`src/rtl/if_fetch_stage.sv`:
```
// Instruction-fetch stage: PC register, single-outstanding imem sequencer and IF/ID register.
// Handles wait states, load-use stalls, flushes and jump/branch redirects without losing or duplicating fetches.
module if_fetch_stage #(
   parameter logic [31:0] RESET_PC  = 32'h0000_0000,
   parameter logic [31:0] NOP_INSTR = 32'h0000_0000
) (
   input  logic        clk,
   input  logic        reset,
   input  logic        PCWrite,
   input  logic        IF2ID_write,
   input  logic        IF2ID_flush,
   input  logic        redirect_valid,
   input  logic [31:0] redirect_pc,
   output logic        imem_req,
   output logic [31:0] imem_addr,
   input  logic        imem_ack,
   input  logic [31:0] imem_rdata,
   output logic [31:0] PC,
   output logic [31:0] IF2ID_instr,
   output logic [31:0] IF2ID_PC_plus4,
   output logic        IF2ID_valid,
   output logic        fetch_busy
);

   localparam logic [1:0] S_FETCH   = 2'd0;
   localparam logic [1:0] S_DISCARD = 2'd1;
   localparam logic [1:0] S_HOLD    = 2'd2;

   logic [1:0]  state_q, state_d;
   logic [31:0] pc_q, pc_d;
   logic [31:0] old_q, old_d;
   logic [31:0] pend_q, pend_d;
   logic [31:0] buf_q, buf_d;
   logic [31:0] buf_pc_q, buf_pc_d;
   logic [31:0] instr_q, instr_d;
   logic [31:0] pcp4_q, pcp4_d;
   logic        valid_q, valid_d;

   logic        taken, advance, deliver;
   logic [31:0] target, dl_instr, dl_pc;
   logic        unused_bits;

   assign unused_bits = ^redirect_pc[1:0];
   assign target      = {redirect_pc[31:2], 2'b00};
   assign taken       = redirect_valid & PCWrite;
   // A flush blocks delivery so that the word is parked in HOLD instead of dropped.
   assign advance     = PCWrite & IF2ID_write & ~IF2ID_flush;

   always_comb begin
      state_d  = state_q;
      pc_d     = pc_q;
      old_d    = old_q;
      pend_d   = pend_q;
      buf_d    = buf_q;
      buf_pc_d = buf_pc_q;
      deliver  = 1'b0;
      dl_instr = imem_rdata;
      dl_pc    = pc_q;
      case (state_q)
         S_FETCH: begin
            if (taken) begin
               pc_d = target;
               if (!imem_ack) begin
                  pend_d  = target;
                  old_d   = pc_q;
                  state_d = S_DISCARD;
               end
            end else if (imem_ack) begin
               if (advance) begin
                  deliver = 1'b1;
                  pc_d    = pc_q + 32'd4;
               end else begin
                  buf_d    = imem_rdata;
                  buf_pc_d = pc_q;
                  state_d  = S_HOLD;
               end
            end
         end
         S_DISCARD: begin
            if (taken) begin
               pend_d = target;
               pc_d   = target;
            end
            if (imem_ack) begin
               pc_d    = taken ? target : pend_q;
               state_d = S_FETCH;
            end
         end
         S_HOLD: begin
            dl_instr = buf_q;
            dl_pc    = buf_pc_q;
            if (taken) begin
               pc_d    = target;
               state_d = S_FETCH;
            end else if (advance) begin
               deliver = 1'b1;
               pc_d    = pc_q + 32'd4;
               state_d = S_FETCH;
            end
         end
         default: state_d = S_FETCH;
      endcase

      instr_d = instr_q;
      pcp4_d  = pcp4_q;
      valid_d = valid_q;
      if (IF2ID_flush || (IF2ID_write && !deliver)) begin
         instr_d = NOP_INSTR;
         valid_d = 1'b0;
      end else if (IF2ID_write) begin
         instr_d = dl_instr;
         pcp4_d  = dl_pc + 32'd4;
         valid_d = 1'b1;
      end
   end

   always_ff @(posedge clk) begin
      if (reset) begin
         state_q  <= S_FETCH;
         pc_q     <= RESET_PC;
         old_q    <= 32'd0;
         pend_q   <= 32'd0;
         buf_q    <= 32'd0;
         buf_pc_q <= 32'd0;
         instr_q  <= NOP_INSTR;
         pcp4_q   <= 32'd0;
         valid_q  <= 1'b0;
      end else begin
         state_q  <= state_d;
         pc_q     <= pc_d;
         old_q    <= old_d;
         pend_q   <= pend_d;
         buf_q    <= buf_d;
         buf_pc_q <= buf_pc_d;
         instr_q  <= instr_d;
         pcp4_q   <= pcp4_d;
         valid_q  <= valid_d;
      end
   end

   // While discarding, the bus must keep the address of the abandoned request.
   assign imem_req       = ((state_q == S_FETCH) || (state_q == S_DISCARD)) && !reset;
   assign imem_addr      = (state_q == S_DISCARD) ? old_q : pc_q;
   assign PC             = pc_q;
   assign IF2ID_instr    = instr_q;
   assign IF2ID_PC_plus4 = pcp4_q;
   assign IF2ID_valid    = valid_q;
   assign fetch_busy     = (state_q == S_DISCARD) || (imem_req && !imem_ack);

endmodule

```
`config.mk`:
```
export PLATFORM = sky130hd
export DESIGN_NAME = if_fetch_stage
export DESIGN_NICKNAME = d
export VERILOG_FILES = /design/src/rtl/if_fetch_stage.sv
export SDC_FILE = /design/constraint.sdc
export NUM_CORES = 1
export LEC_CHECK = 0
export BUFFER_PORTS_ARGS = -buffer_cell sky130_fd_sc_hd__buf_2
export CAP_MARGIN = 25
export CORE_ASPECT_RATIO = 2
export CORE_MARGIN = 8
export CORE_UTILIZATION = 45
export CTS_CLUSTER_DIAMETER = 80
export CTS_CLUSTER_SIZE = 25
export DETAILED_ROUTE_END_ITERATION = 10
export PLACE_DENSITY = 0.7
export SLEW_MARGIN = 25
export SYNTH_ARGS = -nofsm -noshare
export SYNTH_HDL_FRONTEND = slang
export SYNTH_SLANG_ARGS = --single-unit
```
`constraint.sdc`:
```
create_clock -name clk -period 7.7 [get_ports clk]
set_input_delay 0.77 -clock clk [delete_from_list [all_inputs] [get_ports clk]]
set_output_delay 0.77 -clock clk [all_outputs]
set_load 0.005 [all_outputs]
```
* After elaboration in Yosys (flattened, before gate mapping)
Cells that the tools add are included.
Cells by class: add/sub/neg operators 2, bitwise gates (word level) 8, reductions and logical operators 19, eq/ne operators 10, muxes and demuxes 27
Operators by type and width (count):
- $mux W32 | 12
- $pmux W32 S3 | 1
- $add A32 B3 Y32 const B | 2
- $pmux W32 S2 | 1
- $ne A3 B3 Y1 const B | 5
- $mux W2 | 7
- $reduce_and A3 Y1 | 3
- $ne A2 B2 Y1 const B | 3
- $pmux W2 S3 | 1
- $not A1 Y1 | 5
- $reduce_and A5 Y1 | 1
- $mux W1 | 4
- $reduce_and A4 Y1 | 1
- $and A1 B1 Y1 | 3
- $logic_and A1 B1 Y1 | 3
- $logic_not A1 Y1 | 3
- $logic_or A1 B1 Y1 | 3
- $reduce_bool A3 Y1 | 1
- $eq A2 B1 Y1 const B | 1
- $eq A2 B2 Y1 const B | 1
- $logic_not A2 Y1 | 1
- $pmux W1 S2 | 1
- $reduce_and A2 Y1 | 1
- $reduce_bool A2 Y1 | 1
- $reduce_or A2 Y1 | 1
Storage, ports and cells: flip-flop bits (word level) 227, logic and storage cells 75, bits of input ports 71

* Longest topological paths before layout
depth in word-level cells 11, depth in mapped cells 14, gate-level depth less buffers 9

* Worst setup path after synthesis
Ideal clock, no wire load.
kind register to register, start point reg state_q[1], end point reg pcp4_q[30], in the netlist IF2ID_PC_plus4[30], data arrival time 2.806 ns, setup time 0.087 ns, setup slack 4.807 ns, stages on the path, launching flop included 14, buffers on the path 5, period minus slack after synthesis 2.893 ns, path through dfxtp_1 nor2b_2 buf_6 buf_4 buf_2 buf_2 buf_2 nand2_1 nand2_1 ha_1 nand2b_4 or4_1 o31a_1 o31ai_1
Between the ends: longest elaborated chain between the ends 7, elaborated cells on any way between the ends 10, those cells by class add/sub: 1; eq/ne: 1; mux: 2; bitwise: 1; reduce/logical: 5
RTL lines:
- start: declaration | RTL line 29 | logic [1:0] state_q, state_d;
- start signal: assignment | RTL line 129 | state_q <= state_d;
- branches (longest 7 deep; another with $add A32 B3 Y32)
- end signal: assignment | RTL line 136 | pcp4_q <= pcp4_d;
- end: declaration | RTL line 36 | logic [31:0] pcp4_q, pcp4_d;
Several ways; the timed one is not identified. A chain may end at the register's enable or synchronous reset.

* Worst setup path after layout
start point reg state_q[1], end point reg pcp4_q[31], in the netlist IF2ID_PC_plus4[31]
The elaborated chain is that of the path after synthesis.

==> results.md <==
- DR WL met2: 18,200 µm
- CP Max Fanout: slightly below 70
- Crit path required time: 8070 ps
- Global-route wire length before repair: 55,000 µm
- # rows: 81
- Hold Buf Count CTS: 0
- Post-synthesis cell area: 11,000 µm²
- Cell Chain, Critical Path: nor2b_4, buf_4, mux2i_1, o2111a_1, and4_1, and4_1, o31ai_1
- Number of max-cap violations: 0
- I/O Buffers: 199
- Clock share of power: 32.0%
- Unrepaired setup endpoints after global routing: false
- Clock Skews: 35.9 ps
- Post-detail-place hpwl: roughly 24,000 µm
- Via Count: 10,900
- HP Class: reg2reg
- Worst slew pin tran: roughly 870 ps
- Overall routed net length: around 35,000 µm
- Synth Warn #: 0
- Hold Fails Final Rpt: 0
- WL/cell: 18.2 µm
- H-Tree Depth: 1
- Clock root buffer: clkbuf_16
- Placed Area: 12,000 µm²
- Die ar.: 30,100 µm²
- CTS buffer count: 13
- Boundary pin count: 202
- Layout cells sized above 1: approximately 16%
- Fin cells: 1,907
- Crit share post-route: 45.8%
- Distinct cell type count of the synthesized netlist: 71
- CTS max path bufs: 3
- Final antenna-violating net count: 0
- Max Slew Vio Count: 0
- DIE WIDTH: 127 µm
- Top-count cell post-synth: nand2_1
- Leak Pwr: 4.85 nW
- TritonRoute pass-1 iters: 6
- Post-layout minimum cycle time: 3530 ps
- Top cell type's share of synthesized area: between 40% and 50%
- Slew headroom: 42.0%
- Avg Cell Area, Syn: 7.27 µm²
- Vias per inst: 5.71
- Syn_nets: between 1,500 and 2,000
- Final Cell Area: 12,400 µm²
- Vias in the first global route: 10,400
- Critical path type: reg2reg
- Worst setup SP type: flop
- Pwr Density: 181 nW/µm²
- Largest cells by area after synthesis: dfxtp_1 41%, nand2_1 17%, a21oi_1 7.8%
- # Post-CTS Setup Buffers: 0
- Fmax achieved: 284 MHz
- Seq/Total Area, Yosys: ~40%
- Setup Viol. Count Final: 0
- Comb power frac: between 10% and 20%
- Area Overhead vs Synth: 12.4%
- Worst-path clk slew: around 100 ps
- Post-CTS Resized: 0
- Leading area contributor after synthesis: dfxtp_1
- Synthesized flop and latch total: 227
- Clock Latency Late Sink: 490 ps
- Max Used Layer: met4
- Placer Congestion: 0.861
- Post-synth EDFFs: 0
- Crit path arrival time: roughly 3900 ps
- CP Capture Type: flop
- WL met1: 13,600 µm
- Core Area: 24,300 µm²
- Sequential Power Share: 55.8%
- Crit path top cell by count: and4_1
- Sink Count: ~230
- CTS tree: yes
- Cells after Synth: 1,518
- Outcome: complete, no violations
- FFs w/ async S/R, synth: 0%
- Sw Share: 27.9%
- Fillcell total: between 2,000 and 2,500
- Maximum VDD drop: 0.177 mV
- Routed length on met3: 1980 µm
- Initial core utilization: a little under half
- Commonest cells in the netlist: 514 x nand2_1, 227 x dfxtp_1, 173 x a21oi_1, 115 x clkbuf_1, 87 x nor2_1
- Residual DRC: 0
- Largest net degree at the start of global routing: 77
- CP peak stage delay: 750 ps
- Die Ht: around 240 µm
- Total grt overflow: 0
- Synth Flop Type: dfxtp_1
- Placed Instances: 1,891
- Fin nets: 1,690
- Setup TNS: 0 ps
- Antenna violations before repair: 1
- Switch Pwr: between 0.6 and 0.7 mW
- Slowest CP cell: buf_4
- Initial DRC Count: 805
- Pint: between 1.5 and 2 mW
- GRT Resource Usage Total: 22.2%
stage by stage:
stage	setup WS [ps]	hold WS [ps]	total power [mW]	util [%]
detailed placement	4010	443	1.55	49.5
global placement	3840	432	1.55	49.5
CTS	4150	457	2.26	50.9
finish	4170	456	2.24	51.0
floorplan	4810	428	1.45	-
global route	3920	475	2.34	51.0
cells by family (layout without fill, tap and decap cells):
kind of cell	Yosys count	in the layout	share of synthesized area [%]
other	0	1	0
AOI/OAI and AO/OA	354	354	20.0
DFF	227	227	41.2
buffers and inverters	140	238	5.14
adders and majority gates	2	2	0.227
muxes	40	40	3.95
xor gates and xnor gates	13	13	1.03
and+or+nand+nor	742	742	28.4
worst paths after layout:
| check | from | end | slack, ps | depth (start not counted) |
|---|---|---|---|---|
| max | state_q[1] | IF2ID_PC_plus4[31] | 4170 | 7 |
| min | IF2ID_PC_plus4[10] | IF2ID_PC_plus4[10] | 460 | 2 |
| max reg2reg | state_q[1] | IF2ID_PC_plus4[31] | 4170 | 7 |
| min reg2reg | IF2ID_PC_plus4[10] | IF2ID_PC_plus4[10] | 460 | 2 |
critical path: cells and delay by family (launching register included):
family | cells | cell delay, ps
AND/OR/NAND/NOR | 3 | 1000
buffers and inverters | 1 | 750
flip-flops | 1 | 650
multiplexers | 1 | 520
AO/OA/AOI/OAI | 2 | 460
power by group through the flow:
stage               logic (mW)  registers (mW)  clock network [mW]
floorplan                0.193            1.25                   0
global placement         0.270            1.28                   0
detailed placement       0.274            1.28                   0
CTS                      0.274            1.25               0.734
global route             0.303            1.26               0.777
finish                   0.273            1.25               0.717
state kept, by name, summed over array words and instances (netlist names):
name	count
IF2ID_PC_plus4	32
IF2ID_instr	32
IF2ID_valid	1
PC	32
buf_pc_q	32
buf_q	32
old_q	32
pend_q	32
state_q	2
metal layers:
layer / vias to the layer above / global-route usage (%)
met3: 54 / 3.28
met4: 0 / 8.52
met1: 5066 / 24.4
met2: 362 / 41.4
li1: 5403 / -
met5: - / 0
cells in the final DEF, fill, tap and decap left out, types with 4 or more instances in the layout:
| cell | count |
|---|---|
| buf_4 | 18 |
| a311oi_1 | 35 |
| nand3b_1 | 4 |
| a211oi_1 | 5 |
| nor3_1 | 17 |
| a22o_1 | 5 |
| dfxtp_1 | 227 |
| a21oi_1 | 171 |
| a22oi_1 | 10 |
| nor2_1 | 87 |
| mux2i_1 | 30 |
| and3_1 | 22 |
| mux2_2 | 7 |
| o31ai_1 | 7 |
| nand3_1 | 41 |
| xnor2_1 | 12 |
| a41oi_1 | 4 |
| inv_1 | 6 |
| and2_1 | 7 |
| nand2_1 | 514 |
| o211ai_1 | 7 |
| nor4_1 | 7 |
| buf_2 | 198 |
| nand4_1 | 13 |
| and4_1 | 4 |
| o22ai_1 | 7 |
| clkbuf_16 | 13 |
| a31oi_1 | 15 |
| o21ai_0 | 38 |
| o221ai_1 | 8 |
| a32o_1 | 4 |
| or4_1 | 4 |
final cells by class:
class | count | area (µm²) | area share, %
multi-input combinational | 1151 | 5970 | 48.1
sequential | 227 | 4540 | 36.6
timing repair buffer | 218 | 1140 | 9.23
tap | 290 | 363 | 2.93
clock buffer | 13 | 325 | 2.62
clock inverter | 1 | 30.0 | 0.242
inverter | 6 | 22.5 | 0.182
antenna | 1 | 2.50 | 0.0202
No activity file was read; power rests on OpenSTA's default activity.
